## config.mk

```make
export PLATFORM = sky130hd
export DESIGN_NAME = pp_pipeline_accel_mul_pipe_nstage
export DESIGN_NICKNAME = d
export VERILOG_FILES = /design/src/rtl/pp_pipeline_accel_mul_pipe_nstage.sv
export SDC_FILE = /design/constraint.sdc
export NUM_CORES = 2
export LEC_CHECK = 0
export ABC_AREA = 1
export CAP_MARGIN = 40
export CELL_PAD_IN_SITES_DETAIL_PLACEMENT = 0
export CELL_PAD_IN_SITES_GLOBAL_PLACEMENT = 1
export CORE_MARGIN = 1
export CORE_UTILIZATION = 33
export DETAILED_ROUTE_END_ITERATION = 12
export PLACE_DENSITY = 0.73
export SYNTH_ARGS = -nofsm -noshare
export SYNTH_HDL_FRONTEND = slang
export SYNTH_SLANG_ARGS = --single-unit
```

## constraint.sdc

```tcl
create_clock -name clk -period 7.42 [get_ports clk]
set_clock_uncertainty 0.05 [all_clocks]
set_input_delay 1.113 -clock clk [delete_from_list [all_inputs] [get_ports clk]]
set_output_delay 1.113 -clock clk [all_outputs]
set_load 0.05 [all_outputs]
```

## src/rtl/pp_pipeline_accel_mul_pipe_nstage.sv

```systemverilog
// N-stage pipelined multiplier with valid tracking, ce stall, signed/unsigned mode and
// fixed-point right shift. Define PP_MUL_ROUND_SAT_EN for round-half-up plus saturation.
module pp_pipeline_accel_mul_pipe_nstage #(
   parameter int NUM_STAGE  = 2,
   parameter int din0_WIDTH = 31,
   parameter int din1_WIDTH = 21,
   parameter int dout_WIDTH = 52,
   parameter int SIGNED     = 0,
   parameter int SHIFT      = 0
) (
   input  logic                  clk,
   input  logic                  reset,
   input  logic                  ce,
   input  logic                  in_valid,
   input  logic [din0_WIDTH-1:0] din0,
   input  logic [din1_WIDTH-1:0] din1,
   output logic                  out_valid,
   output logic [dout_WIDTH-1:0] dout,
   output logic                  ovf
);

   // Handshake: in_valid is sampled only on ce=1 edges and travels with its operands;
   // out_valid qualifies dout. No backpressure exists: ce=0 freezes the whole pipe.
   localparam int P  = din0_WIDTH + din1_WIDTH;
   localparam int EW = ((P > dout_WIDTH) ? P : dout_WIDTH) + 2;
   localparam int ND = (NUM_STAGE > 1) ? NUM_STAGE - 1 : 1;

   logic [din0_WIDTH-1:0] op_a;
   logic [din1_WIDTH-1:0] op_b;
   logic                  sx_a;
   logic                  sx_b;
   logic [EW-1:0]         a_ext;
   logic [EW-1:0]         b_ext;
   logic [EW-1:0]         prod;
   logic [dout_WIDTH-1:0] post_res;
   logic [dout_WIDTH-1:0] res_q [ND];
   logic [NUM_STAGE-1:0]  vld_q;

   generate
      if (NUM_STAGE > 1) begin : g_opreg
         logic [din0_WIDTH-1:0] a_q;
         logic [din1_WIDTH-1:0] b_q;
         always_ff @(posedge clk or posedge reset) begin
            if (reset) begin
               a_q <= '0;
               b_q <= '0;
            end else if (ce) begin
               a_q <= din0;
               b_q <= din1;
            end
         end
         assign op_a = a_q;
         assign op_b = b_q;
      end else begin : g_noreg
         assign op_a = din0;
         assign op_b = din1;
      end
   endgenerate

   // Operands are extended to EW bits first; unsigned values then have a zero top bit,
   // so one arithmetic shift serves both modes.
   assign sx_a  = (SIGNED != 0) && op_a[din0_WIDTH-1];
   assign sx_b  = (SIGNED != 0) && op_b[din1_WIDTH-1];
   assign a_ext = {{(EW-din0_WIDTH){sx_a}}, op_a};
   assign b_ext = {{(EW-din1_WIDTH){sx_b}}, op_b};
   assign prod  = a_ext * b_ext;

`ifdef PP_MUL_ROUND_SAT_EN
   localparam int RSH = (SHIFT > 0) ? SHIFT - 1 : 0;
   localparam logic [EW-1:0] RND = (SHIFT > 0) ? (EW'(1) << RSH) : '0;
   localparam logic signed [EW-1:0] LIM_HI = (SIGNED != 0) ?
      ((EW'(1) << (dout_WIDTH-1)) - EW'(1)) : ((EW'(1) << dout_WIDTH) - EW'(1));
   localparam logic signed [EW-1:0] LIM_LO = (SIGNED != 0) ? ~LIM_HI : '0;

   logic [EW-1:0]        rsum;
   logic signed [EW-1:0] r_full;
   logic                 post_ovf;
   logic                 ovf_q [ND];

   always_comb begin
      rsum     = prod + RND;
      r_full   = $signed(rsum) >>> SHIFT;
      post_res = r_full[dout_WIDTH-1:0];
      post_ovf = 1'b0;
      if (r_full > LIM_HI) begin
         post_res = LIM_HI[dout_WIDTH-1:0];
         post_ovf = 1'b1;
      end else if (r_full < LIM_LO) begin
         post_res = LIM_LO[dout_WIDTH-1:0];
         post_ovf = 1'b1;
      end
   end

   always_ff @(posedge clk or posedge reset) begin
      if (reset) begin
         for (int i = 0; i < ND; i++) ovf_q[i] <= 1'b0;
      end else if (ce) begin
         ovf_q[0] <= post_ovf;
         for (int i = 1; i < ND; i++) ovf_q[i] <= ovf_q[i-1];
      end
   end

   assign ovf = ovf_q[ND-1];
`else
   always_comb begin
      post_res = dout_WIDTH'($signed(prod) >>> SHIFT);
   end

   assign ovf = 1'b0;
`endif

   // res_q[0] is the post-process stage; the rest are pure delay to reach NUM_STAGE.
   always_ff @(posedge clk or posedge reset) begin
      if (reset) begin
         vld_q <= '0;
         for (int i = 0; i < ND; i++) res_q[i] <= '0;
      end else if (ce) begin
         vld_q[0] <= in_valid;
         for (int i = 1; i < NUM_STAGE; i++) vld_q[i] <= vld_q[i-1];
         res_q[0] <= post_res;
         for (int i = 1; i < ND; i++) res_q[i] <= res_q[i-1];
      end
   end

   assign out_valid = vld_q[NUM_STAGE-1];
   assign dout      = res_q[ND-1];

endmodule
```

==> results.cfg <==
[timing]
setup_viol = 0
rsz0062_at_grt = no
fin_crit_sh = 0.919
slew-limit-headroom = 0.387
finalHoldViolCount = 0
drv_slew = 0
worst_pin_slew_ns = 0.919
fmax_mhz = 147
tns_ns = 0
setup_ws_ns = 0.600
post-route-min-period_ns = 6.82

[final_layout]
final_util = 0.372
diodes = 0
areaGrowthSynthToFinish_pct = 10.6
instances_no_fill = 4870
fillers = 8690
drive_above_1_share = 0.0441
final-seq-area_mm2 = 0.00265
multi_input_comb_area_mm2 = 0.0195
nNetsFinal = 4572

[grt]
grt_pass1_wl_mm = 127
antenna_found_initial = 0
grt_max_degree = 68
grtUsageTotal = 0.196
grt_pass1_vias = 22700
grt_remaining_overflow = 0

[route]
drtAntennaViolNets = 0
drc = 0
firstDrtPassIters = 5
vias = 21500
drt_iter0_drc = 1156
wire_per_inst_um = 15.8
routed_wl_mm = 77.0
viasPerCell = 4.41

[setup_path]
slowest_stage = dfrtp_1
cp_common_cell = nand2_1
start_kind = register
regToRegEndpoint = dout[33]
worstPathMaxFanout = 18
rrSetupSlack_ns = 0.60
cp.required_ns = 7.66
path_class = register to register
end_kind = register
r2r-start = g_opreg.a_q[9]
crit_arrival_ns = 7.07
reg2regPathDepth = 28
max_stage_delay_ns = 0.72

[clocking]
cts-hold-fix-buffers = 0
path_clk_slew_ns = 0.10
insertion_delay_ns = 0.43
tritoncts = built
htreeDepth = 3
cts_num_sinks = 106
cts_buffer_depth = 2
postCtsResizedCells = 0
numCtsBuffers = 9
post_cts.repair.setup_buffers = 0
root_buffer = clkbuf_16

[placed_design]
dpl_worst_slack_ns = 0.633
dpl.cell_count = 4855
io_buffers = 108
gp_congestion = 0.874
post-dp-hpwl_mm = 65.6

[synthesis]
syn_nets = 4523
synth-edff-count = 0
synth_common_cells = 1305 x nand2_1, 1191 x inv_1, 548 x fa_1
synth.distinct_cells = 30
yosys-top-cells-area = fa_1 40%, nand2_1 18%, inv_1 16%, dfrtp_1 9.7%, ha_1 7.4%
yosys.area.top_type = fa_1
ys_seq_area_frac = 0.0974
synthArstFlopShare = 1.00
post-synth-top-count-cell = nand2_1
synth_top_area_frac = 0.403
ys_ff_latch = 106
avgSynthCellArea_um2 = 7.25
synth_area_mm2 = 0.0272
yosys_most_used_dff = dfrtp_1
netlist_instances = 3757
yosys_warnings = 0

[hold_path]
min_to = dout[6]
hold_depth = 2
min_path_type = register to register
worstHoldStart = dout[6]

[die]
initial_core_util = 0.336
dieHeight_um = 289
dieArea_mm2 = 0.0837
std_cell_rows = 104
core_area_mm2 = 0.0811
die_x_um = 289
io_pins = 110

[run_status]
run_status = finished clean

[run]
drv_cap = 0
[sequential cells by signal, summed over array words and instances (netlist names)]
name	flops
dout	52
g_opreg.a_q	31
g_opreg.b_q	21
vld_q	2
[area by class of cell]
cell class              instances  area share
clock buffers                   9     0.00747
clock inverters                 6     0.00199
inverters                    1199       0.150
multi-input cells            2303       0.648
flip-flops and latches        106      0.0880
well taps                    1060      0.0440
repair buffers                187      0.0614
[how the worst max path moves through the flow]
stage                          from       end
detailed placement  g_opreg.b_q[15]  dout[48]
global route         g_opreg.a_q[9]  dout[33]
CTS                 g_opreg.b_q[15]  dout[48]
floorplan            g_opreg.b_q[6]  dout[47]
finish               g_opreg.a_q[9]  dout[33]
global placement     g_opreg.b_q[6]  dout[48]
[kinds of logic (layout without fill, tap and decap cells)]
group           after synthesis  count (layout)  synth area share
compound gates               48              48           0.00900
fa+ha+maj                   710             710             0.477
flops                       106             106            0.0974
simple gates               1522            1522             0.223
xor+xnor                     22              22           0.00707
other cells                   1               1          0.000138
buf+inv                    1348            1401             0.186
[stage by stage]
step / instance area, µm² / hold WS (ns)
3_5_place_dp: 29900 / 0.417
5_1_grt: 30100 / 0.468
6_report: 30100 / 0.440
4_1_cts: 30100 / 0.447
3_3_place_gp: 29600 / 0.409
2_1_floorplan: 27200 / 0.432
[placed cells by master, fill, tap and decap left out, types with 7 or more instances in the layout]
cell / n
o21ai_0: 15
nor2_2: 25
nand3b_1: 7
buf_4: 69
nand3_1: 66
ha_1: 162
inv_2: 7
nand2_2: 19
nand4_1: 10
dfrtp_1: 106
fa_1: 548
inv_1: 1190
clkbuf_16: 9
nand2_1: 1305
nor2_1: 69
a21oi_1: 25
xnor2_1: 19
clkdlybuf4s50_1: 107
buf_16: 7
[worst max-delay path: cells and delay by family, from the launching register on]
| family | cells | cell delay, ns |
|---|---|---|
| adders and majority gates | 8 | 3.85 |
| and+or+nand+nor | 11 | 1.28 |
| DFF | 1 | 0.72 |
| buffers and inverters | 9 | 0.76 |
[layer usage]
layer,vias to the layer above,wire (µm),global-route usage
met4,0,1430,0.0434
met2,463,34600,0.313
li1,10400,-,-
met1,10600,37400,0.283
met3,59,3580,0.0256
met5,-,0,0
Power is left out: the tool's default activity adds up to more than one toggle a clock period on the data nets, which glitch-free logic cannot reach.
